### config.mk
export PLATFORM = sky130hd
export DESIGN_NAME = hazard_scoreboard
export DESIGN_NICKNAME = d
export VERILOG_FILES = /design/src/rtl/hazard_scoreboard.sv
export SDC_FILE = /design/constraint.sdc
export NUM_CORES = 1
export LEC_CHECK = 0
export BUFFER_PORTS_ARGS = -buffer_cell sky130_fd_sc_hd__buf_2
export CORE_MARGIN = 1
export CORE_UTILIZATION = 64
export CTS_CLUSTER_SIZE = 20
export DETAILED_ROUTE_END_ITERATION = 7
export PLACE_DENSITY = 0.88
export SYNTH_ARGS = -nofsm -noshare
export SYNTH_HDL_FRONTEND = slang
export SYNTH_SLANG_ARGS = --single-unit
### constraint.sdc
create_clock -name clk_i -period 9.26 [get_ports clk_i]
set_input_delay 0.463 -clock clk_i [delete_from_list [all_inputs] [get_ports clk_i]]
set_output_delay 0.463 -clock clk_i [all_outputs]
set_load 0.01 [all_outputs]
### src/rtl/hazard_scoreboard.sv
// ----------------------------------------------------------------------------
// hazard_scoreboard
//
// Register scoreboard for long-latency operations (multi-cycle MDU, LSU loads).
// Tracks which architectural registers have a result still in flight and
// resolves RAW, WAW and structural hazards for the instruction sitting in ID.
// Single-cycle ALU results are not tracked here; they use the normal
// EX/MEM/WB forwarding network.
//
// Ports
//   clk_i, rst_n_i     clock (rising edge) and asynchronous active-low reset
//   id_valid_i         valid instruction in ID
//   id_rs_addr_i       NUM_RS source addresses, operand i at [5i+4:5i]
//   id_rs_used_i       operand i is actually read
//   id_rd_addr_i       destination register
//   id_rd_we_i         instruction writes rd
//   id_long_i          instruction goes to a long-latency unit
//   flush_id_i         ID instruction is being flushed
//   cancel_valid_i     an issued long op was killed downstream
//   cancel_addr_i      rd of the killed op
//   wb_valid_i         NUM_WB writeback ports retiring long results
//   wb_addr_i          rd of writeback port k at [5k+4:5k]
//   stall_clr_i        synchronous clear of the stall counter
//   stall_id_o         hold IF/ID, bubble into EX
//   fwd_wb_sel_o       per operand one-hot bypass select, bit (i*NUM_WB + k)
//   pending_o          scoreboard bits (bit 0 always 0)
//   outstanding_o      number of pending bits set
//   stall_cnt_o        saturating count of stalled cycles
// ----------------------------------------------------------------------------
module hazard_scoreboard #(
    parameter int NUM_RS          = 2,
    parameter int NUM_WB          = 2,
    parameter int MAX_OUTSTANDING = 4,
    parameter int STALL_CNT_W     = 16,
    localparam int OUT_W          = $clog2(MAX_OUTSTANDING + 1)
) (
    input  logic                       clk_i,
    input  logic                       rst_n_i,
    input  logic                       id_valid_i,
    input  logic [NUM_RS*5-1:0]        id_rs_addr_i,
    input  logic [NUM_RS-1:0]          id_rs_used_i,
    input  logic [4:0]                 id_rd_addr_i,
    input  logic                       id_rd_we_i,
    input  logic                       id_long_i,
    input  logic                       flush_id_i,
    input  logic                       cancel_valid_i,
    input  logic [4:0]                 cancel_addr_i,
    input  logic [NUM_WB-1:0]          wb_valid_i,
    input  logic [NUM_WB*5-1:0]        wb_addr_i,
    input  logic                       stall_clr_i,
    output logic                       stall_id_o,
    output logic [NUM_RS*NUM_WB-1:0]   fwd_wb_sel_o,
    output logic [31:0]                pending_o,
    output logic [OUT_W-1:0]           outstanding_o,
    output logic [STALL_CNT_W-1:0]     stall_cnt_o
);

    logic [31:0]             pending_reg, pending_next;
    logic [OUT_W-1:0]        outstanding_reg, outstanding_next;
    logic [STALL_CNT_W-1:0]  stall_cnt_reg, stall_cnt_next;

    logic [31:0]             wb_hit_vec;   // some wb port writes register r now
    logic [31:0]             clear_vec;    // wb or cancel targets register r
    logic [31:0]             clear_eff;    // clears that actually drop a pending bit
    logic [31:0]             set_vec;
    logic [NUM_RS-1:0]       raw_vec;
    logic [5:0]              cleared_cnt;
    logic [5:0]              outstanding_sum;
    logic                    rd_nz;
    logic                    waw;
    logic                    structural;
    logic                    stall;
    logic                    issue;

    genvar gi;

    // ------------------------------------------------------------------
    // Per-register clear decode
    // ------------------------------------------------------------------
    for (gi = 0; gi < 32; gi++) begin : g_clear
        logic hit;
        always_comb begin
            hit = 1'b0;
            for (int k = 0; k < NUM_WB; k++) begin
                if (wb_valid_i[k] && (wb_addr_i[5*k +: 5] == 5'(gi))) begin
                    hit = 1'b1;
                end
            end
        end
        assign wb_hit_vec[gi] = hit;
        assign clear_vec[gi]  = hit | (cancel_valid_i && (cancel_addr_i == 5'(gi)));
    end

    assign clear_eff = clear_vec & pending_reg;

    // ------------------------------------------------------------------
    // Per-operand RAW detection and writeback bypass select
    // ------------------------------------------------------------------
    for (gi = 0; gi < NUM_RS; gi++) begin : g_operand
        logic [4:0]        rs;
        logic              live;
        logic [NUM_WB-1:0] sel;

        assign rs   = id_rs_addr_i[5*gi +: 5];
        assign live = id_rs_used_i[gi] && (rs != 5'd0) && pending_reg[rs];

        // A cancel is not data, so only a real writeback releases the RAW.
        assign raw_vec[gi] = id_valid_i && live && !wb_hit_vec[rs];

        // Walk ports from highest to lowest so the lowest matching port wins.
        always_comb begin
            sel = '0;
            for (int k = NUM_WB - 1; k >= 0; k--) begin
                if (live && wb_valid_i[k] && (wb_addr_i[5*k +: 5] == rs)) begin
                    sel    = '0;
                    sel[k] = 1'b1;
                end
            end
        end

        assign fwd_wb_sel_o[gi*NUM_WB +: NUM_WB] = sel;
    end

    // ------------------------------------------------------------------
    // Destination hazards, stall and issue
    // ------------------------------------------------------------------
    assign rd_nz = (id_rd_addr_i != 5'd0);

    // WAW and structural checks do see cancels: a killed op frees its slot.
    assign waw = id_valid_i && id_rd_we_i && rd_nz &&
                 pending_reg[id_rd_addr_i] && !clear_vec[id_rd_addr_i];

    assign structural = id_valid_i && id_long_i && id_rd_we_i && rd_nz &&
                        (outstanding_reg == OUT_W'(MAX_OUTSTANDING)) &&
                        (clear_eff == 32'd0);

    assign stall = ((|raw_vec) || waw || structural) && !flush_id_i;

    assign issue = id_valid_i && id_long_i && id_rd_we_i && rd_nz &&
                   !stall && !flush_id_i;

    // ------------------------------------------------------------------
    // Next-state
    // ------------------------------------------------------------------
    always_comb begin
        cleared_cnt = 6'd0;
        for (int r = 0; r < 32; r++) begin
            cleared_cnt = cleared_cnt + 6'(clear_eff[r]);
        end
    end

    assign set_vec = issue ? (32'd1 << id_rd_addr_i) : 32'd0;

    // Set wins over clear on the same address; x0 is never tracked.
    assign pending_next = ((pending_reg & ~clear_vec) | set_vec) & ~32'd1;

    // Re-issuing a register that retires this cycle leaves the count unchanged.
    assign outstanding_sum  = 6'(outstanding_reg) + 6'(issue) - cleared_cnt;
    assign outstanding_next = OUT_W'(outstanding_sum);

    always_comb begin
        stall_cnt_next = stall_cnt_reg;
        if (stall_clr_i) begin
            stall_cnt_next = '0;
        end else if (stall && !(&stall_cnt_reg)) begin
            stall_cnt_next = stall_cnt_reg + 1'b1;
        end
    end

    always_ff @(posedge clk_i or negedge rst_n_i) begin
        if (!rst_n_i) begin
            pending_reg     <= 32'd0;
            outstanding_reg <= '0;
            stall_cnt_reg   <= '0;
        end else begin
            pending_reg     <= pending_next;
            outstanding_reg <= outstanding_next;
            stall_cnt_reg   <= stall_cnt_next;
        end
    end

    // ------------------------------------------------------------------
    // Outputs
    // ------------------------------------------------------------------
    assign stall_id_o    = stall;
    assign pending_o     = pending_reg;
    assign outstanding_o = outstanding_reg;
    assign stall_cnt_o   = stall_cnt_reg;

endmodule

==> out/metrics.cfg, run 1 <==
[detailed_routing]
drt_iter0_markers = 975
wl_per_cell_um = 26.4
ant_nets = 0
avgViaCountPerCell = 7.54
drc = 0
first_pass_iters = 6
num_vias = 7151
wirelength_mm = 25.1

[logic_synthesis]
avgSynthCellArea_sq_um = 8.56
synthFlopType = dfrtp_1
synth_cells = 774
async_flop_share = 1.00
synthesis.area_sq_um = 6620
ys_seq_area_frac = 0.189
synth_seq_cells = 50
synth_nets = 857
synth_cell_type_count = 79
yosys_warnings = 0
synth_edf_count = 0

[setup_path]
startpoint = wb_addr_i[2]
timing.rr.start = pending_o[26]
critPathMaxFanout = 32
arrival_ns = 6.80
end_kind = flip-flop
required_ns = 9.50
critPathLaunchType = input pin
reg2reg_to = outstanding_o[2]
rrSetupSlack_ns = 3.11
reg2reg_depth = 20
path_class = input pin to flip-flop

[die]
core-area_sq_um = 9910
die_w_um = 104
io_pins = 98
die-height_um = 104
initial_core_util = 0.668
row_count = 36
die_area_sq_um = 10800

[clock_tree]
cts_sinks = 50
clock_latency_ns = 0.32
clk_path_buf_depth = 2
htreeDepth = 2
root_buffer = clkbuf_8
cts_resized = 0
cts_tree = built
post_cts_buffers = 0
postCtsHoldBufs = 0
clkSlewWorstSetupHoldPaths_ns = 0.11
cts_made_buffers = 5

[cells_and_area]
antennaDiodeCount = 0
layout_commonest_cell = buf_2
drive_above_1_share = 0.200
fillers = 801
multi_input_area_sq_um = 4830
nets = 897
areaGrowthSynthToFinish_pct = 6.35
seq_area_sq_um = 1250
post_layout_nonfiller_instances = 948
layout_common_cells = buf_2 (96), nor2_1 (63), nand2_1 (61), inv_1 (51), dfrtp_1 (50)

[global_route]
grt_pass1_vias = 6824
grt_pass1_wl_mm = 38.0
antenna_found_initial = 0
grt_overflow = 0
grt_max_degree = 51
grt_usage = 0.462

[place]
place.gp.congestion = 1.14
dp_slack_ns = 2.50
dp.cells = 940
port_buffers = 96
dpl.hpwl_mm = 19.1

[run_status]
status = finished clean

[power_and_ir_drop]
ir_worst_vdd_uv = 188
power_leakage_nw = 3.04
power_mw = 0.756
p_per_area_nw_per_um2 = 107

[sta]
setup_violations = 0
skew_ns = 0.0191
fmax_mhz = 153
min_period_ns = 6.56
maxSlewViolCount = 0
worst_pin_slew_ns = 1.13
max_slew_margin = 0.246
hold_viol_final = 0
final.period_utilization = 0.708
setup_slack_ns = 2.70
setup-tns-final_ns = 0
rsz0062_at_grt = false
hold_slack_ns = 0.360

[min_path]
hold_path.class = input pin to asynchronous set/reset pin

[job]
drv_cap = 0

[sequential cells by signal (all words and copies together) (netlist names)]
signal,flops
pending_o,31
stall_cnt_o,16
outstanding_o,3
[cell families after synthesis]
kind of cell	count (synthesis)	share of synthesized area
AOI/OAI and AO/OA	193	0.219
xor gates and xnor gates	35	0.0463
adders and majority gates	41	0.0978
buffers and inverters	117	0.0820
DFF	50	0.189
muxes	43	0.114
other	1	0.000566
and+or+nand+nor	294	0.251
[layer usage]
metal,vias up,track usage,wire length [um]
met1,3282,0.603,8870
li1,2990,-,-
met2,698,0.694,10700
met5,-,0.0333,54
met4,2,0.228,1590
met3,179,0.143,3810
[critical path, cell delays in order]
cell and delay, ns:
buf_2 0.20, and4b_1 0.24, a222oi_1 0.91, nand2b_1 0.26
ha_1 0.18, nand4_1 0.10, nor3_1 0.15, and4_1 0.24
nand4_1 0.26, o2111ai_1 0.23, or3_1 0.14, buf_4 0.36
ha_1 0.33, ha_1 0.20, ha_1 0.29, fa_1 0.48
fa_1 0.55, inv_1 0.05, ha_1 0.27, ha_1 0.19
xnor2_1 0.13, xnor2_1 0.21, xnor2_1 0.18, xnor2_1 0.16
[worst max-delay path by stage]
stage / endpoint / slack, ns
final: outstanding_o[2] / 2.70
after detailed placement: outstanding_o[2] / 2.50
after global routing: outstanding_o[2] / 2.59
after global placement: outstanding_o[2] / 2.75
after floorplan: outstanding_o[2] / 3.13
after CTS: outstanding_o[2] / 2.84
[power breakdown]
group	leakage [nW]	switching, mW	total (mW)	internal, mW
Clock	0.0514	0.0813	0.162	0.0808
Sequential	0.687	0.0245	0.260	0.236
Combinational	2.30	0.198	0.334	0.137
[area by class of cell]
cell class / instances / area share
multi-input combinational: 607 / 0.686
clock inverter: 2 / 0.00533
clock buffer: 6 / 0.0103
inverter: 53 / 0.0282
tap: 133 / 0.0236
timing repair buffer: 97 / 0.0693
sequential: 50 / 0.178
[Yosys cell counts (4+ instances only)]
cell       count  area [sq um]
nand2_1       61           229
a21oi_1       22           110
dfrtp_1       50          1250
buf_4          8          60.1
a211oi_1       6          45.0
a22oi_1       10          75.1
nand4b_1       9          78.8
or3_1          4          25.0
mux4_2        25           563
a31oi_1        5          31.3
o22ai_2        5          62.6
xnor2_1       22           193
nor4_1         6          37.5
o41ai_2        6          97.6
a222oi_1       5          50.1
o22ai_1       30           188
o41ai_1        4          35.0
o21ai_0       24           120
and3_1         7          43.8
fa_1          18           360
nor2b_1       21           131
or4_1          8          60.1
xor2_1        13           114
and4b_1        8          80.1
mux2_2        11           124
nand4bb_1      5          56.3
o2111ai_1      4          35.0
mux2i_1        7          70.1
o31ai_1       28           210
inv_1         51           191
buf_6          5          56.3
ha_1          23           288
buf_2         29           145
nand4_1       15          93.8
nand2b_1      23           144
nor3_1        19          95.1
clkbuf_1      21          78.8
nor2_1        63           236
nand3_1       18          90.1
and2_1         6          37.5
o221ai_1       7          61.3
[per-stage QoR]
step	instance area, sq um	util
2_1_floorplan	6620	-
3_3_place_gp	6930	0.700
3_5_place_dp	6930	0.700
4_1_cts	7040	0.711
5_1_grt	7040	0.711
6_report	7040	0.711
Power figures use the tool's default switching activity.
==> run 2: changes to the inputs <==
--- a/config.mk
+++ b/config.mk
@@ -7,10 +7,10 @@
 export LEC_CHECK = 0
 export BUFFER_PORTS_ARGS = -buffer_cell sky130_fd_sc_hd__buf_2
 export CORE_MARGIN = 1
-export CORE_UTILIZATION = 64
+export CORE_UTILIZATION = 60
 export CTS_CLUSTER_SIZE = 20
 export DETAILED_ROUTE_END_ITERATION = 7
-export PLACE_DENSITY = 0.88
+export PLACE_DENSITY = 0.83
 export SYNTH_ARGS = -nofsm -noshare
 export SYNTH_HDL_FRONTEND = slang
 export SYNTH_SLANG_ARGS = --single-unit
==> constraint.sdc (replaced) <==
create_clock -name clk_i -period 6.3 [get_ports clk_i]
set_input_delay 0.315 -clock clk_i [delete_from_list [all_inputs] [get_ports clk_i]]
set_output_delay 0.315 -clock clk_i [all_outputs]
set_load 0.01 [all_outputs]
==> run 2 against run 1 <==
Effect of this change:
- utilization shrank 0.53 points
- clock power increased by 56%
- non-clock buffer count rose by 48
- count of clock-buffer cells in the layout fell by 1
- clock skew hardly changed
- critical path depth down 2
- design area up 5.3%
- sequential power grew 49%
- power is 50% higher
- worst setup slack got worse by 2.4 ns
- die area grew 6.5%
- global-route usage increased by 0.51 points
- critical endpoint unchanged
==> out/metrics.cfg, run 2 (synthesis results as in run 1) <==
[run_status]
status = finished clean

[clock_tree]
post_cts_buffers = 0  ; unchanged
cts_made_buffers = 5  ; unchanged
cts_resized = 0  ; unchanged
postCtsHoldBufs = 0  ; unchanged
clock_latency_ns = 0.34  ; +0.02 ns
cts_tree = built
root_buffer = clkbuf_8
htreeDepth = 2  ; unchanged
cts_sinks = 50  ; unchanged
clk_path_buf_depth = 2  ; unchanged
clkSlewWorstSetupHoldPaths_ns = 0.12  ; about the same

[setup_path]
critPathLaunchType = input pin
path_class = input pin to flip-flop
critPathMaxFanout = 12  ; -63%
reg2reg_depth = 19  ; -5.0%
rrSetupSlack_ns = 0.52  ; -2.59 ns
arrival_ns = 6.27  ; -0.53 ns
end_kind = flip-flop
required_ns = 6.57  ; -2.93 ns

[cells_and_area]
antennaDiodeCount = 0  ; unchanged
largest_reg_flops = 31  ; unchanged
areaGrowthSynthToFinish_pct = 11.9
nets = 945  ; +5.4%
multi_input_area_sq_um = 4830  ; unchanged
layout_commonest_cell = buf_2
fillers = 839  ; +4.7%
layout_common_cells = buf_2 (96), nor2_1 (63), nand2_1 (61), inv_1 (51), dfrtp_1 (50)
post_layout_nonfiller_instances = 999  ; +5.4%
seq_area_sq_um = 1250  ; unchanged
drive_above_1_share = 0.246  ; +0.0457

[global_route]
grt_overflow = 0  ; unchanged
grt_usage = 0.467  ; +0.00513
grt_pass1_vias = 7055  ; +3.4%
grt_pass1_wl_mm = 39.7  ; +4.3%
grt_max_degree = 51  ; unchanged
antenna_found_initial = 0  ; unchanged

[detailed_routing]
drt_iter0_markers = 1164  ; +19%
num_vias = 7373  ; +3.1%
drc = 0  ; unchanged
wl_per_cell_um = 26.3  ; -0.62%
first_pass_iters = 7  ; +1
avgViaCountPerCell = 7.38  ; -2.2%
ant_nets = 0  ; unchanged
wirelength_mm = 26.2  ; +4.7%

[sta]
final.period_utilization = 0.952
setup_slack_ns = 0.300  ; -2.40 ns
maxSlewViolCount = 0  ; unchanged
max_slew_margin = 0.219  ; -0.0270
fmax_mhz = 167
worst_pin_slew_ns = 1.17  ; +0.0405 ns
hold_viol_final = 0  ; unchanged
rsz0062_at_grt = false
min_period_ns = 6.00
skew_ns = 0.0193  ; +0.000201 ns
setup_violations = 0  ; unchanged

[die]
row_count = 37  ; +2.8%
die_area_sq_um = 11500  ; +6.5%
initial_core_util = 0.630  ; -0.0381
core-area_sq_um = 10500  ; +6.0%
die-height_um = 107  ; +3.2%
die_w_um = 107  ; +3.2%
io_pins = 98  ; unchanged

[place]
dp.cells = 991  ; +5.4%
place.gp.congestion = 1.14  ; -0.16%
dp_slack_ns = -0.00628  ; -2.51 ns
dpl.hpwl_mm = 20.3  ; +6.1%
port_buffers = 96  ; unchanged

[min_path]
hold_path.class = input pin to asynchronous set/reset pin

[job]
drv_cap = 0  ; unchanged

[power_and_ir_drop]
power_leakage_nw = 3.28  ; +7.9%
p_per_area_nw_per_um2 = 153  ; +43%
ir_worst_vdd_uv = 216  ; +15%

## run 2: cell types whose count changed in the layout (fill, tap and decap cells not counted), sizes merged
cell	before	now
buf	97	145
clkbuf	6	5
clkinvlp	1	0
inv	51	53
## run 2: power by group
part / switching (mW) / internal [mW]
registers: 0.0414 / 0.346
clock network: 0.131 / 0.122
logic: 0.286 / 0.212
total: 0.458 / 0.680
## run 2: stage by stage
stage	cell area, sq um	setup TNS (ns)	utilization	power, mW	hold slack [ns]
5_1_grt	7410	0	0.706	1.20	0.297
6_report	7410	0	0.706	1.14	0.211
3_3_place_gp	7300	0	0.694	0.847	0.542
3_5_place_dp	7300	-0.00628	0.694	0.870	0.559
4_1_cts	7410	0	0.706	1.12	0.245
2_1_floorplan	6620	0	-	0.720	0.0194
## run 2: per-layer routing
metal / track usage / share of wire / wire length, um / up-vias
li1: - / - / - / 3090
met1: 0.595 / 0.36 / 9540 / 3504
met2: 0.686 / 0.42 / 11100 / 622
met3: 0.178 / 0.15 / 3970 / 157
met4: 0.250 / 0.063 / 1660 / 0
met5: 0 / 0 / 0 / -
## run 2: worst paths after layout
kind	from	end
max	wb_addr_i[3]	outstanding_o[2]
min	rst_n_i	stall_cnt_o[10]
max reg2reg	pending_o[26]	outstanding_o[2]
min reg2reg	stall_cnt_o[10]	stall_cnt_o[10]
max in group asynchronous	rst_n_i	pending_o[17]
min in group clk_i	stall_clr_i	stall_cnt_o[10]
## run 2: critical path, cell delays in order
cell and delay (ns):
buf_2 0.17, nand4b_1 0.31, o22ai_1 0.44, a31oi_1 0.13, nand2b_1 0.24, fa_1 0.51
fa_1 0.49, inv_1 0.06, fa_1 0.45, ha_1 0.31, inv_1 0.06, fa_1 0.53
inv_1 0.06, fa_1 0.51, fa_1 0.55, inv_1 0.04, ha_1 0.28, ha_1 0.20
xnor2_1 0.13, xnor2_1 0.19, xnor2_1 0.15, xnor2_1 0.14
## run 2: final cells by class
| cell class | count | share of cell area |
|---|---|---|
| clock inverter | 3 | 0.00641 |
| sequential | 50 | 0.169 |
| timing repair buffer | 145 | 0.114 |
| multi-input combinational | 607 | 0.651 |
| clock buffer | 5 | 0.00928 |
| tap | 136 | 0.0229 |
| inverter | 53 | 0.0268 |
==> run 3: changes to the inputs <==
==> constraint.sdc (replaced) <==
create_clock -name clk_i -period 6.3 [get_ports clk_i]
set_input_delay 1.26 -clock clk_i [delete_from_list [all_inputs] [get_ports clk_i]]
set_output_delay 1.26 -clock clk_i [all_outputs]
set_load 0.01 [all_outputs]
==> run 3 against run 2 <==
Effect of this change:
- the run now ends with DRC, setup timing left
- maximum frequency is 11% lower
- first-iteration DRC count rose by 17%
- clock skew decreased by 0.0071 ns
- count of clock-buffer cells in the layout grew 1
==> out/metrics.cfg, run 3 (synthesis results as in run 1) <==
[run_status]
status = finished with violations
violations = DRC, setup timing

[setup_path]
arrival_ns = 7.01  ; +0.74 ns
reg2reg_to = outstanding_o[2]
timing.rr.start = pending_o[14]
critPathSlowestCell = fa_1
rrSetupSlack_ns = 0.48  ; -0.04 ns
crit_path_frequent_cell = ha_1
reg2reg_depth = 20  ; +1
required_ns = 6.54  ; -0.03 ns
slowest_delay_ns = 0.51  ; -0.04 ns
critPathMaxFanout = 7  ; -5
end_kind = flip-flop
path_class = input pin to flip-flop
critPathLaunchType = input pin

[die]
row_count = 37  ; unchanged
die_w_um = 107  ; unchanged
initial_core_util = 0.630  ; unchanged
core-area_sq_um = 10500  ; unchanged
die-height_um = 107  ; unchanged
die_area_sq_um = 11500  ; unchanged
io_pins = 98  ; unchanged

[sta]
setup_slack_ns = -0.462  ; -0.763 ns
skew_ns = 0.0122  ; -0.00707 ns
worst_pin_slew_ns = 1.17  ; +0.00270 ns
final.period_utilization = 1.07  ; +0.121
min_period_ns = 6.76  ; +0.763 ns
hold_viol_final = 0  ; unchanged
fmax_mhz = 148  ; -11%
setup_violations = 1  ; +1
rsz0062_at_grt = true
max_slew_margin = 0.217  ; -0.00180
maxSlewViolCount = 0  ; unchanged
setup-tns-final_ns = -0.462  ; -0.462 ns

[min_path]
hold_depth = 2
hold_end = stall_cnt_o[8]
hold_path.class = flip-flop to flip-flop
worstHoldStart = stall_cnt_o[8]

[clock_tree]
cts_tree = built
clkSlewWorstSetupHoldPaths_ns = 0.10  ; -0.02 ns
cts_sinks = 50  ; unchanged
post_cts_buffers = 0  ; unchanged
clk_path_buf_depth = 2  ; unchanged
cts_made_buffers = 5  ; unchanged
clock_latency_ns = 0.33  ; about the same
htreeDepth = 2  ; unchanged
root_buffer = clkbuf_8

[power_and_ir_drop]
p_per_area_nw_per_um2 = 142  ; -7.8%
power_switching_mw = 0.492  ; +7.3%
power_mw = 1.23  ; +8.0%
p_sw_frac = 0.400  ; -0.00246
power_leakage_nw = 4.03  ; +23%
p_comb_frac = 0.495  ; +0.057
p_int_mw = 0.737  ; +8.4%
p_seq_frac = 0.314  ; -0.026
ir_worst_vdd_uv = 209  ; -3.3%
clkPwrFrac = 0.191  ; -0.031

[cells_and_area]
nets = 1092  ; +16%
layout_commonest_cell = buf_4
drive_above_1_share = 0.379  ; +0.134
layout_common_cells = buf_4 (198), buf_2 (93), nor2_1 (63), nand2_1 (61)
antennaDiodeCount = 0  ; unchanged
areaGrowthSynthToFinish_pct = 31.1
design_area_sq_um = 8680  ; +17%
largest_reg_flops = 31  ; unchanged

[place]
dp_slack_ns = -0.630  ; -0.623 ns
dpl.hpwl_mm = 22.4  ; +11%
place.gp.congestion = 1.11  ; -2.3%
placedInstanceArea_sq_um = 8470  ; +16%
port_buffers = 96  ; unchanged

[detailed_routing]
ant_nets = 0  ; unchanged
drc = 1  ; +1
first_pass_iters = 8  ; +1
wirelength_mm = 29.3  ; +12%
wl_per_cell_um = 25.6  ; -2.5%
drt_iter0_markers = 1366  ; +17%
avgViaCountPerCell = 7.30  ; -1.1%
num_vias = 8362  ; +13%

[global_route]
grt_usage = 0.514  ; +0.0462
antenna_found_initial = 0  ; unchanged
grt_max_degree = 51  ; unchanged
grt_overflow = 0  ; unchanged
grt_pass1_wl_mm = 43.5  ; +9.7%
grt_pass1_vias = 7936  ; +12%

[job]
drv_cap = 0  ; unchanged

run 3: changes by cell type in the layout (fill, tap and decap cells not counted), sizes merged:
cell      change
buf         +146
clkinvlp      +1
inv           -2
clkbuf        +2
run 3: how the worst max path moves through the flow:
stage / to / slack (ns) / startpoint
after floorplan: outstanding_o[2] / -0.24 / wb_addr_i[4]
after global placement: outstanding_o[2] / -0.49 / wb_addr_i[9]
after detailed placement: outstanding_o[2] / -0.63 / wb_addr_i[2]
after CTS: outstanding_o[2] / -0.29 / wb_addr_i[9]
after global routing: outstanding_o[2] / -0.57 / wb_addr_i[9]
final: outstanding_o[2] / -0.46 / wb_addr_i[7]
run 3: worst max-delay path: cells and delay by family:
kind,cells,cell delay [ns]
AO/OA/AOI/OAI,3,0.66
adder cells (fa/ha/maj),8,2.51
AND/OR/NAND/NOR,7,1.52
buffers and inverters,3,0.34
XOR/XNOR,4,0.71
run 3: power by group through the flow:
stage               Combinational (mW)  Clock, mW  Sequential (mW)
floorplan                        0.354          0            0.382
global placement                 0.523          0            0.383
detailed placement               0.557          0            0.386
CTS                              0.562      0.231            0.380
global route                     0.637      0.246            0.386
finish                           0.608      0.234            0.387
run 3: timing repair:
item	4_1_cts	5_1_grt
endpoints found under the setup margin	1	2
hold buffers	0	0
resized for setup	7	13
pin swaps	6	8
run 3: layout make-up:
class / instances / area (sq um)
clock buffers: 6 / 72.6
clock inverters: 2 / 37.5
fillers: 667 / 1820
inverters: 53 / 199
multi-input cells: 607 / 4990
flip-flops and latches: 50 / 1250
well taps: 136 / 170
repair buffers: 292 / 1960
run 3: metrics by stage:
stage,hold WS (ns),std cells,utilization
after floorplan,0.560,774,-
after global placement,0.544,1138,0.806
after detailed placement,0.578,1138,0.806
after CTS,0.579,1146,0.820
after global routing,0.589,1146,0.826
final,0.581,1146,0.826
run 3: routing by layer:
layer / share of wire / up-vias / global-route usage
li1: - / 3387 / -
met1: 0.34 / 3858 / 0.610
met2: 0.42 / 851 / 0.758
met3: 0.15 / 266 / 0.195
met4: 0.092 / 0 / 0.374
met5: 0 / - / 0
